`src/rtl/lc3_mem_pkg.sv`:
```
// rtl/lc3_mem_pkg.sv - shared types and constants for the LC-3 memory sequencer
package lc3_mem_pkg;

  localparam logic [15:0] MMIO_ADDR   = 16'hFFFF;
  localparam int          SRAM_ADDR_W = 20;

  typedef enum logic [2:0] {
    IDLE,
    RD_ACT,
    RD_DONE,
    WR_SETUP,
    WR_PULSE,
    WR_HOLD,
    WR_DONE
  } mem_state_e;

endpackage

```
`src/rtl/lc3_mem_sequencer_if.sv`:
```
// rtl/lc3_mem_sequencer_if.sv - asynchronous SRAM pin bundle between sequencer and SRAM
interface lc3_mem_sequencer_if;
  import lc3_mem_pkg::*;

  logic [SRAM_ADDR_W-1:0] SRAM_ADDR;
  logic                   SRAM_CE_N;
  logic                   SRAM_OE_N;
  logic                   SRAM_WE_N;
  logic                   SRAM_UB_N;
  logic                   SRAM_LB_N;
  logic [15:0]            SRAM_DQ_in;
  logic [15:0]            SRAM_DQ_out;
  logic                   SRAM_DQ_oe;

  modport master (
    output SRAM_ADDR, SRAM_CE_N, SRAM_OE_N, SRAM_WE_N, SRAM_UB_N, SRAM_LB_N,
    output SRAM_DQ_out, SRAM_DQ_oe,
    input  SRAM_DQ_in
  );

  modport slave (
    input  SRAM_ADDR, SRAM_CE_N, SRAM_OE_N, SRAM_WE_N, SRAM_UB_N, SRAM_LB_N,
    input  SRAM_DQ_out, SRAM_DQ_oe,
    output SRAM_DQ_in
  );

endinterface

```
`src/rtl/lc3_mmio_regs.sv`:
```
// rtl/lc3_mmio_regs.sv - hex display register and switch read select for the 16'hFFFF I/O port
module lc3_mmio_regs (
  input  logic        Clk,
  input  logic        Reset,
  input  logic        hex_we,
  input  logic [15:0] hex_wdata,
  input  logic [15:0] Switches,
  input  logic        sel_switches,
  input  logic [15:0] sram_rdata,
  output logic [15:0] rd_data,
  output logic [15:0] Hex_Data
);

  logic [15:0] hex_data_q, hex_data_d;

  always_comb begin
    hex_data_d = hex_data_q;
    if (hex_we) hex_data_d = hex_wdata;
  end

  always_ff @(posedge Clk) begin
    if (Reset) hex_data_q <= 16'h0000;
    else       hex_data_q <= hex_data_d;
  end

  assign Hex_Data = hex_data_q;
  assign rd_data  = sel_switches ? Switches : sram_rdata;

endmodule

```
`src/rtl/lc3_mem_sequencer.sv`:
```
// rtl/lc3_mem_sequencer.sv - LC-3 request-level to SRAM strobe sequencer
// Define LC3_MMIO_EN to map switches/hex display at 16'hFFFF instead of SRAM.
module lc3_mem_sequencer
  import lc3_mem_pkg::*;
#(
  parameter int unsigned WAIT_CYCLES = 2
) (
  input  logic                Clk,
  input  logic                Reset,
  input  logic                Mem_OE,
  input  logic                Mem_WE,
  input  logic [15:0]         ADDR,
  input  logic [15:0]         Data_from_CPU,
  output logic [15:0]         Data_to_CPU,
  output logic                Mem_Ready,
  input  logic [15:0]         Switches,
  output logic [15:0]         Hex_Data,
  lc3_mem_sequencer_if.master sram
);

  localparam logic [3:0] CNT_LOAD = 4'(WAIT_CYCLES - 1);

  mem_state_e  state_q, state_d;
  logic [3:0]  cnt_q, cnt_d;
  logic [15:0] addr_q, addr_d;
  logic [15:0] dq_out_q, dq_out_d;
  logic [15:0] data_to_cpu_q, data_to_cpu_d;
  logic        ce_n_q, ce_n_d, oe_n_q, oe_n_d, we_n_q, we_n_d, bl_n_q, bl_n_d;
  logic        dq_oe_q, dq_oe_d, ready_q, ready_d;
  logic        accept, rd_last, acc_mmio;
  logic [15:0] rd_data;

  assign accept  = (state_q == IDLE) && (Mem_OE || Mem_WE);
  assign rd_last = (state_q == RD_ACT) && (cnt_q == 4'd0);

`ifdef LC3_MMIO_EN
  logic mmio_q, mmio_d;

  // The I/O-port flag follows ADDR while idle and freezes for the access.
  assign acc_mmio = (state_q == IDLE) ? (ADDR == MMIO_ADDR) : mmio_q;
  assign mmio_d   = acc_mmio;

  always_ff @(posedge Clk) begin
    if (Reset) mmio_q <= 1'b0;
    else       mmio_q <= mmio_d;
  end

  lc3_mmio_regs u_mmio_regs (
    .Clk          (Clk),
    .Reset        (Reset),
    .hex_we       ((state_q == WR_SETUP) && mmio_q),
    .hex_wdata    (Data_from_CPU),
    .Switches     (Switches),
    .sel_switches (mmio_q),
    .sram_rdata   (sram.SRAM_DQ_in),
    .rd_data      (rd_data),
    .Hex_Data     (Hex_Data)
  );
`else
  logic unused_switches;

  assign acc_mmio        = 1'b0;
  assign rd_data         = sram.SRAM_DQ_in;
  assign Hex_Data        = 16'h0000;
  assign unused_switches = ^Switches;
`endif

  always_comb begin
    state_d = state_q;
    cnt_d   = cnt_q;
    unique case (state_q)
      IDLE: begin
        if (Mem_WE) begin
          state_d = WR_SETUP;
        end else if (Mem_OE) begin
          state_d = RD_ACT;
          cnt_d   = CNT_LOAD;
        end
      end
      RD_ACT: begin
        if (cnt_q == 4'd0) state_d = RD_DONE;
        else               cnt_d   = cnt_q - 4'd1;
      end
      RD_DONE:  if (!Mem_OE) state_d = IDLE;
      WR_SETUP: begin
        state_d = WR_PULSE;
        cnt_d   = CNT_LOAD;
      end
      WR_PULSE: begin
        if (cnt_q == 4'd0) state_d = WR_HOLD;
        else               cnt_d   = cnt_q - 4'd1;
      end
      WR_HOLD:  state_d = WR_DONE;
      WR_DONE:  if (!Mem_WE) state_d = IDLE;
      default:  state_d = IDLE;
    endcase
  end

  // Pin values are decoded from the next state so every pin comes straight off a flop.
  always_comb begin
    ce_n_d  = 1'b1;
    oe_n_d  = 1'b1;
    we_n_d  = 1'b1;
    bl_n_d  = 1'b1;
    dq_oe_d = 1'b0;
    ready_d = 1'b0;
    unique case (state_d)
      RD_ACT: begin
        ce_n_d = acc_mmio;
        oe_n_d = 1'b0;
        bl_n_d = 1'b0;
      end
      WR_SETUP, WR_HOLD: begin
        ce_n_d  = acc_mmio;
        bl_n_d  = 1'b0;
        dq_oe_d = 1'b1;
      end
      WR_PULSE: begin
        ce_n_d  = acc_mmio;
        we_n_d  = 1'b0;
        bl_n_d  = 1'b0;
        dq_oe_d = 1'b1;
      end
      RD_DONE, WR_DONE: ready_d = 1'b1;
      default: ;
    endcase
  end

  always_comb begin
    addr_d        = accept ? ADDR : addr_q;
    dq_out_d      = ((accept && Mem_WE) || (state_q == WR_SETUP)) ? Data_from_CPU : dq_out_q;
    data_to_cpu_d = rd_last ? rd_data : data_to_cpu_q;
  end

  always_ff @(posedge Clk) begin
    if (Reset) begin
      state_q       <= IDLE;
      cnt_q         <= 4'd0;
      addr_q        <= 16'h0000;
      dq_out_q      <= 16'h0000;
      data_to_cpu_q <= 16'h0000;
      ce_n_q        <= 1'b1;
      oe_n_q        <= 1'b1;
      we_n_q        <= 1'b1;
      bl_n_q        <= 1'b1;
      dq_oe_q       <= 1'b0;
      ready_q       <= 1'b0;
    end else begin
      state_q       <= state_d;
      cnt_q         <= cnt_d;
      addr_q        <= addr_d;
      dq_out_q      <= dq_out_d;
      data_to_cpu_q <= data_to_cpu_d;
      ce_n_q        <= ce_n_d;
      oe_n_q        <= oe_n_d;
      we_n_q        <= we_n_d;
      bl_n_q        <= bl_n_d;
      dq_oe_q       <= dq_oe_d;
      ready_q       <= ready_d;
    end
  end

  assign sram.SRAM_ADDR   = {{(SRAM_ADDR_W-16){1'b0}}, addr_q};
  assign sram.SRAM_CE_N   = ce_n_q;
  assign sram.SRAM_OE_N   = oe_n_q;
  assign sram.SRAM_WE_N   = we_n_q;
  assign sram.SRAM_UB_N   = bl_n_q;
  assign sram.SRAM_LB_N   = bl_n_q;
  assign sram.SRAM_DQ_out = dq_out_q;
  assign sram.SRAM_DQ_oe  = dq_oe_q;
  assign Data_to_CPU      = data_to_cpu_q;
  assign Mem_Ready        = ready_q;

endmodule

```
`src/flat_wrapper.sv`:
```
// flat-port wrapper written by rule: the top's interface ports become plain ports
module lc3_mem_sequencer_flat import lc3_mem_pkg::*;
#(
  parameter int unsigned WAIT_CYCLES = 2
)
  (Clk, Reset, Mem_OE, Mem_WE, ADDR, Data_from_CPU, Data_to_CPU, Mem_Ready, Switches, Hex_Data, sram_SRAM_ADDR, sram_SRAM_CE_N, sram_SRAM_OE_N, sram_SRAM_WE_N, sram_SRAM_UB_N, sram_SRAM_LB_N, sram_SRAM_DQ_out, sram_SRAM_DQ_oe, sram_SRAM_DQ_in);
  lc3_mem_sequencer_if sram_i ();
  input  logic Clk;
  input  logic Reset;
  input  logic Mem_OE;
  input  logic Mem_WE;
  input  logic [15:0] ADDR;
  input  logic [15:0] Data_from_CPU;
  output logic [15:0] Data_to_CPU;
  output logic Mem_Ready;
  input  logic [15:0] Switches;
  output logic [15:0] Hex_Data;
  output wire logic [$bits(sram_i.SRAM_ADDR)-1:0] sram_SRAM_ADDR;
  output wire logic [$bits(sram_i.SRAM_CE_N)-1:0] sram_SRAM_CE_N;
  output wire logic [$bits(sram_i.SRAM_OE_N)-1:0] sram_SRAM_OE_N;
  output wire logic [$bits(sram_i.SRAM_WE_N)-1:0] sram_SRAM_WE_N;
  output wire logic [$bits(sram_i.SRAM_UB_N)-1:0] sram_SRAM_UB_N;
  output wire logic [$bits(sram_i.SRAM_LB_N)-1:0] sram_SRAM_LB_N;
  output wire logic [$bits(sram_i.SRAM_DQ_out)-1:0] sram_SRAM_DQ_out;
  output wire logic [$bits(sram_i.SRAM_DQ_oe)-1:0] sram_SRAM_DQ_oe;
  input wire logic [$bits(sram_i.SRAM_DQ_in)-1:0] sram_SRAM_DQ_in;
  assign sram_SRAM_ADDR = sram_i.SRAM_ADDR;
  assign sram_SRAM_CE_N = sram_i.SRAM_CE_N;
  assign sram_SRAM_OE_N = sram_i.SRAM_OE_N;
  assign sram_SRAM_WE_N = sram_i.SRAM_WE_N;
  assign sram_SRAM_UB_N = sram_i.SRAM_UB_N;
  assign sram_SRAM_LB_N = sram_i.SRAM_LB_N;
  assign sram_SRAM_DQ_out = sram_i.SRAM_DQ_out;
  assign sram_SRAM_DQ_oe = sram_i.SRAM_DQ_oe;
  assign sram_i.SRAM_DQ_in = sram_SRAM_DQ_in;
  lc3_mem_sequencer #(.WAIT_CYCLES(WAIT_CYCLES)) u_core (.Clk(Clk), .Reset(Reset), .Mem_OE(Mem_OE), .Mem_WE(Mem_WE), .ADDR(ADDR), .Data_from_CPU(Data_from_CPU), .Data_to_CPU(Data_to_CPU), .Mem_Ready(Mem_Ready), .Switches(Switches), .Hex_Data(Hex_Data), .sram(sram_i));
endmodule
```
`config.mk`:
```
export PLATFORM = sky130hd
export DESIGN_NAME = lc3_mem_sequencer_flat
export DESIGN_NICKNAME = d
export VERILOG_FILES = /design/src/rtl/lc3_mem_pkg.sv /design/src/rtl/lc3_mem_sequencer_if.sv /design/src/rtl/lc3_mmio_regs.sv /design/src/rtl/lc3_mem_sequencer.sv /design/src/flat_wrapper.sv
export SDC_FILE = /design/constraint.sdc
export NUM_CORES = 1
export LEC_CHECK = 0
export CAP_MARGIN = 10
export CORE_UTILIZATION = 27
export CTS_CLUSTER_DIAMETER = 200
export DETAILED_ROUTE_END_ITERATION = 16
export HOLD_SLACK_MARGIN = 0.02
export PLACE_DENSITY = 0.7
export SYNTH_ARGS = -nofsm -noshare
export SYNTH_HDL_FRONTEND = slang
export SYNTH_SLANG_ARGS = --single-unit
```
`constraint.sdc`:
```
create_clock -name Clk -period 3.3 [get_ports Clk]
set_input_delay 0.99 -clock Clk [delete_from_list [all_inputs] [get_ports Clk]]
set_output_delay 0.99 -clock Clk [all_outputs]
set_load 0.05 [all_outputs]
```
==> metrics.txt, run 1 <==
I/O pin total=143; Final nets=458; PostCTS Resize Cnt=0; Final HPWL DP=4340 um; worst-path fanout max=16; layout cell share with drive strength beyond 1=6.87%; die width=99.6 um; Final ANT Viol Nets=0; 1st-iter DRT viols=80; Setup TNS=0 ns; Starting Density=27.8%; Final Critical Period=2.55 ns; post-synthesis sequential area ratio=46.7%; Cell Pwr Density=928 mW/mm2; hold path cells=2; max_slew headroom=54.5%; outcome=finished clean; static leakage=1.41 nW; Buffers on Ports=106; gp weighted congestion=0.735; die area=0.00991 mm2; Startpoint Class=input port; maximum number of pins on one net before global-route repair=36; Peak Freq=392 MHz; DRC Markers=0; TritonCTS buffer count=9; period utilization=77.3%; worst skew pair latency=0.34 ns; Final Setup Violations=0; Post-Syn Instances=289; prevailing post-synth register cell=dfxtp_1; synthesized area per cell=8.89 um2; DIE HEIGHT=99.6 um; top-count cell post-synth=nand2_1; Final Skew=0.0132 ns; RSZ-0062 raised after global routing=no; # diodes=0; Post-synth EDFFs=0; WS Path Type=input port to register; WP data arrival=2.74 ns; commonest cells in the synthesized netlist=66 x nand2_1, 60 x dfxtp_1, 36 x a21oi_1, 22 x buf_4, 20 x nor2_1; Reg2Reg Depth=4; final hold slack=0.454 ns; Syn. warnings=0; # rows=35; VDD IR max=0.000349 V; fillcell total=923; top cells by area, synth=dfxtp_1 47%, nand2_1 9.6%, mux2i_1 7.4%; Max Cap Viol=0; clock transition at the register clock pins on the worst setup and hold paths after CTS=0.07 ns; initial antenna violation count=0; max-slew violations=0; Fin. Hold Viols=0; Seq cells post-synth=60; Worst Hold Class=register to register; Slew @ Worst Pin=0.681 ns; Total GRT Usage=12.8%; Synth area leader=dfxtp_1; unique cell type count in the Yosys netlist=41; clock sink total=60; area grow syn2layout=47.1%; drt via density=4.25; WL/cell=11.6 um; post-synth top area share=46.7%; Post-CTS Setup Bufs=0; Synth async-reset ratio=0%; drt pass-1 iters=4; Critical Path RT=3.49 ns; hold buffer count at cts=0; Mapped Area=0.00257 mm2; CTS Root Cell=clkbuf_8; TritonCTS clock tree=done; gr ovfl total=0; first-pass GRT wire length=9830 um; Routed WL=6060 um; total core area=0.00924 mm2; vias in the first global route=2148; CTS H-tree depth=3; Max Root-Sink Buffers=2; CP endpoint kind=register; Vias=2218
[sequential cells by signal, summed over array words and instances, names as in the netlist]
signal	flops
u_core.state_q	3
u_core.sram.SRAM_DQ_oe	1
u_core.sram.SRAM_OE_N	1
u_core.sram.SRAM_DQ_out	16
u_core.sram.SRAM_WE_N	1
u_core.addr_q	16
u_core.cnt_q	4
u_core.Data_to_CPU	16
u_core.sram.SRAM_CE_N	1
u_core.Mem_Ready	1
[routing by layer]
layer	GRT usage [%]	share of wire [%]	vias up	wire length (um)
met4	4.75	0.97	0	59
met1	14.1	44	1007	2640
met3	5.83	7.8	6	470
met5	0	0	-	0
met2	21.5	48	87	2890
li1	-	-	1118	-
[cell families after synthesis]
| kind of cell | count (synthesis) | synth area share, % |
|---|---|---|
| simple gates | 108 | 19.5 |
| flops | 60 | 46.7 |
| compound gates | 56 | 14.4 |
| buf+inv | 43 | 11.0 |
| mux | 19 | 7.40 |
| fa+ha+maj | 1 | 0.487 |
| other cells | 1 | 0.146 |
| xor+xnor | 1 | 0.341 |
[critical path: stages]
cell and delay [ns]:
clkdlybuf4s50_1 0.58, or3b_4 0.42, a21oi_4 0.14, buf_4 0.29
mux2i_1 0.25, nor2_1 0.06
[cell usage in the layout, fill, tap and decap left out, types with 2 or more instances in the layout]
master / instances
nor3_1: 2
o21ai_0: 6
nand3_1: 3
clkbuf_8: 10
nor2b_1: 3
clkdlybuf4s50_1: 105
mux2i_1: 19
buf_4: 3
nand2_1: 66
conb_1: 20
or3b_4: 2
and3b_1: 2
a21oi_1: 36
inv_1: 4
a21boi_0: 2
dfxtp_1: 60
nor2_1: 20
nand3b_1: 3
o21a_1: 2
clkinv_2: 2
[path summary, 6_finish.rpt]
kind	startpoint	endpoint	slack, ns
min	u_core.addr_q[6]	u_core.addr_q[6]	0.45
min reg2reg	u_core.addr_q[6]	u_core.addr_q[6]	0.45
max reg2reg	u_core.state_q[0]	u_core.Data_to_CPU[6]	1.25
max	Mem_WE	u_core.sram.SRAM_DQ_out[12]	0.75
[power by group]
part	total (mW)	internal, mW	switching [mW]
registers	1.07	0.921	0.150
logic	1.87	0.692	1.18
clock network	0.565	0.287	0.278
total	3.51	1.90	1.61
[final cells by class]
cell class              count  area [um2]  share of cell area [%]
well taps                 129         161                    4.27
flip-flops and latches     60        1200                    31.8
clock buffers              11         141                    3.74
repair buffers            109        1080                    28.5
inverters                   4        15.0                   0.397
clock inverters             4        26.3                   0.695
multi-input cells         205        1160                    30.6
[through the flow]
stage	instance area [um2]	std cells	util, %	setup WS, ns	total power, mW
after global placement	3610	507	39.1	0.467	2.94
after CTS	3780	522	40.9	0.744	3.56
after floorplan	2640	308	-	1.12	2.51
after global routing	3780	522	40.9	0.678	3.74
after detailed placement	3610	507	39.1	0.380	2.97
final	3780	522	40.9	0.749	3.51
Power figures use the tool's default switching activity.
==> run 2, diff against run 1 <==
PLACE_DENSITY = 0.72   (was 0.7)
clock period = 2.2 ns   (was 3.3 ns; I/O delays follow)
==> run 2 against run 1 <==
Net effect: wire length up 1.9%; non-clock buffer count up 6; via count rose by 2.1%; hold slack worse by 0.0030 ns; first-iteration DRC count rose by 20%.
==> metrics.txt, run 2 (synthesis results as in run 1) <==
Final Setup Violations=0 (unchanged); area grow syn2layout=50.3%; Buffers on Ports=106 (unchanged); dpl cells=513 (+1.2%); fillcell total=910 (-1.4%); DIE HEIGHT=99.6 um (unchanged); Worst Hold Class=register to register; Max stage delay cell, worst path=clkdlybuf4s50_1; Final WS setup=0.0591 ns (-0.690 ns); Final Critical Period=2.14 ns; die area=0.00991 mm2 (unchanged); TritonCTS clock tree=done; max-slew violations=0 (unchanged); CTS H-tree depth=3 (unchanged); most common cell after layout, fill and taps aside=clkdlybuf4s50_1; static leakage=1.52 nW (+7.4%); Critical Path RT=1.54 ns (-1.95 ns); Max Cap Viol=0 (unchanged); Reg2Reg Launch Point=u_core.state_q[0]; hold path cells=2 (unchanged); Startpoint Class=register; Final Skew=0.00798 ns (-0.00521 ns); # rows=35 (unchanged); Max Root-Sink Buffers=2 (unchanged); vias in the first global route=2135 (-0.61%); worst-path fanout max=2 (-14); Place WS=-0.107 ns (-0.487 ns); first-pass GRT wire length=9840 um (+0.14%); DRC Markers=0 (unchanged); CP endpoint kind=output pin; maximum number of pins on one net before global-route repair=24 (-33%); CP peak stage delay=0.82 ns (+0.24 ns); # diodes=0 (unchanged); Fin. Hold Viols=0 (unchanged); commonest non-fill, non-tap cells in the layout=98 x clkdlybuf4s50_1, 66 x nand2_1, 60 x dfxtp_1, 36 x a21oi_1; die width=99.6 um (unchanged); Post-CTS Setup Bufs=0 (unchanged); Final HPWL DP=4450 um (+2.6%); clock transition at the register clock pins on the worst setup and hold paths after CTS=0.07 ns (about the same); I/O pin total=143 (unchanged); max_slew headroom=60.9% (+6.4 points); CTS Root Cell=clkbuf_8; outcome=finished clean; worst skew pair latency=0.33 ns (about the same); drt via density=4.28 (+0.72%); WL/cell=11.7 um (+0.53%); Routed WL=6180 um (+1.9%); Slew @ Worst Pin=0.587 ns (-0.0941 ns); Reg2Reg Depth=4 (unchanged); WS Path Type=register to output pin; gr ovfl total=0 (unchanged); VDD IR max=0.000484 V (+39%); initial antenna violation count=0 (unchanged); Vias=2264 (+2.1%); Starting Density=27.8% (unchanged); Final nets=464 (+1.3%); WP data arrival=1.48 ns (-1.26 ns); internal reg-to-reg setup slack=0.26 ns (-0.99 ns); Hold EP=u_core.Data_to_CPU[11]; TritonCTS buffer count=9 (unchanged); Peak Freq=467 MHz; Layout Cells excl Fill=529 (+1.3%); RSZ-0062 raised after global routing=no; Hold Startpoint=u_core.Data_to_CPU[11]; Cell Pwr Density=1400 mW/mm2 (+51%); period utilization=97.3%; 1st-iter DRT viols=96 (+20%); total core area=0.00924 mm2 (unchanged); CP bufs+invs=1 (-1); gp weighted congestion=0.781 (+6.2%); layout cell share with drive strength beyond 1=8.75% (+1.9 points); clock sink total=60 (unchanged); worst r2r dst=u_core.sram.SRAM_CE_N; Final ANT Viol Nets=0 (unchanged); critical path startpoint=u_core.addr_q[6]; Total GRT Usage=12.8% (-0.015 points); CP top delay family=buffers and inverters; drt pass-1 iters=4 (unchanged); crit-path cells=clkdlybuf4s50_1
==> run 2: worst max-delay path by stage <==
stage | endpoint | slack, ns | cells past startpoint
2_1_floorplan | u_core.sram.SRAM_DQ_out[6] | 0.35 | 5
3_3_place_gp | u_core.sram.SRAM_DQ_out[2] | -0.08 | 6
3_5_place_dp | u_core.sram.SRAM_DQ_out[2] | -0.11 | 6
4_1_cts | sram_SRAM_CE_N | 0.02 | 1
5_1_grt | sram_SRAM_ADDR[6] | 0.0005 | 1
6_report | sram_SRAM_ADDR[6] | 0.06 | 1
==> run 2: stage by stage <==
stage	TNS [ns]	cell area (um2)	utilization (%)	hold WS, ns	power, mW
final	0	3860	41.8	0.451	5.42
after global routing	0	3860	41.8	0.468	5.77
after CTS	0	3850	41.7	0.456	5.51
after detailed placement	-1.48	3670	39.7	0.446	4.52
after global placement	-1.22	3670	39.7	0.442	4.47
after floorplan	0	2640	-	0.487	3.76
==> run 2: final cells by class <==
cell class,instances,area [um2],area share [%]
clock buffers,11,131,3.40
well taps,129,161,4.18
inverters,4,15.0,0.389
repair buffers,115,1140,29.6
multi-input cells,205,1160,30.0
flip-flops and latches,60,1200,31.1
clock inverters,5,52.6,1.36
==> run 2: layer usage <==
layer | global-route usage [%] | up-vias | routed length, um
met5 | 0 | - | 0
met4 | 5.77 | 0 | 120
met3 | 4.92 | 12 | 492
met2 | 21.6 | 89 | 2980
met1 | 14.2 | 1032 | 2590
li1 | - | 1131 | -
==> run 2: timing repair <==
| item | in CTS | in global routing |
|---|---|---|
| resized for setup | 0 | 5 |
| setup endpoints to repair | 0 | 6 |
| hold buffers | 0 | 0 |
==> run 2: power by group <==
part | switching, mW | internal (mW) | leakage, nW
combinational | 1.79 | 1.08 | 0.932
sequential | 0.216 | 1.38 | 0.492
clock | 0.439 | 0.518 | 0.0931
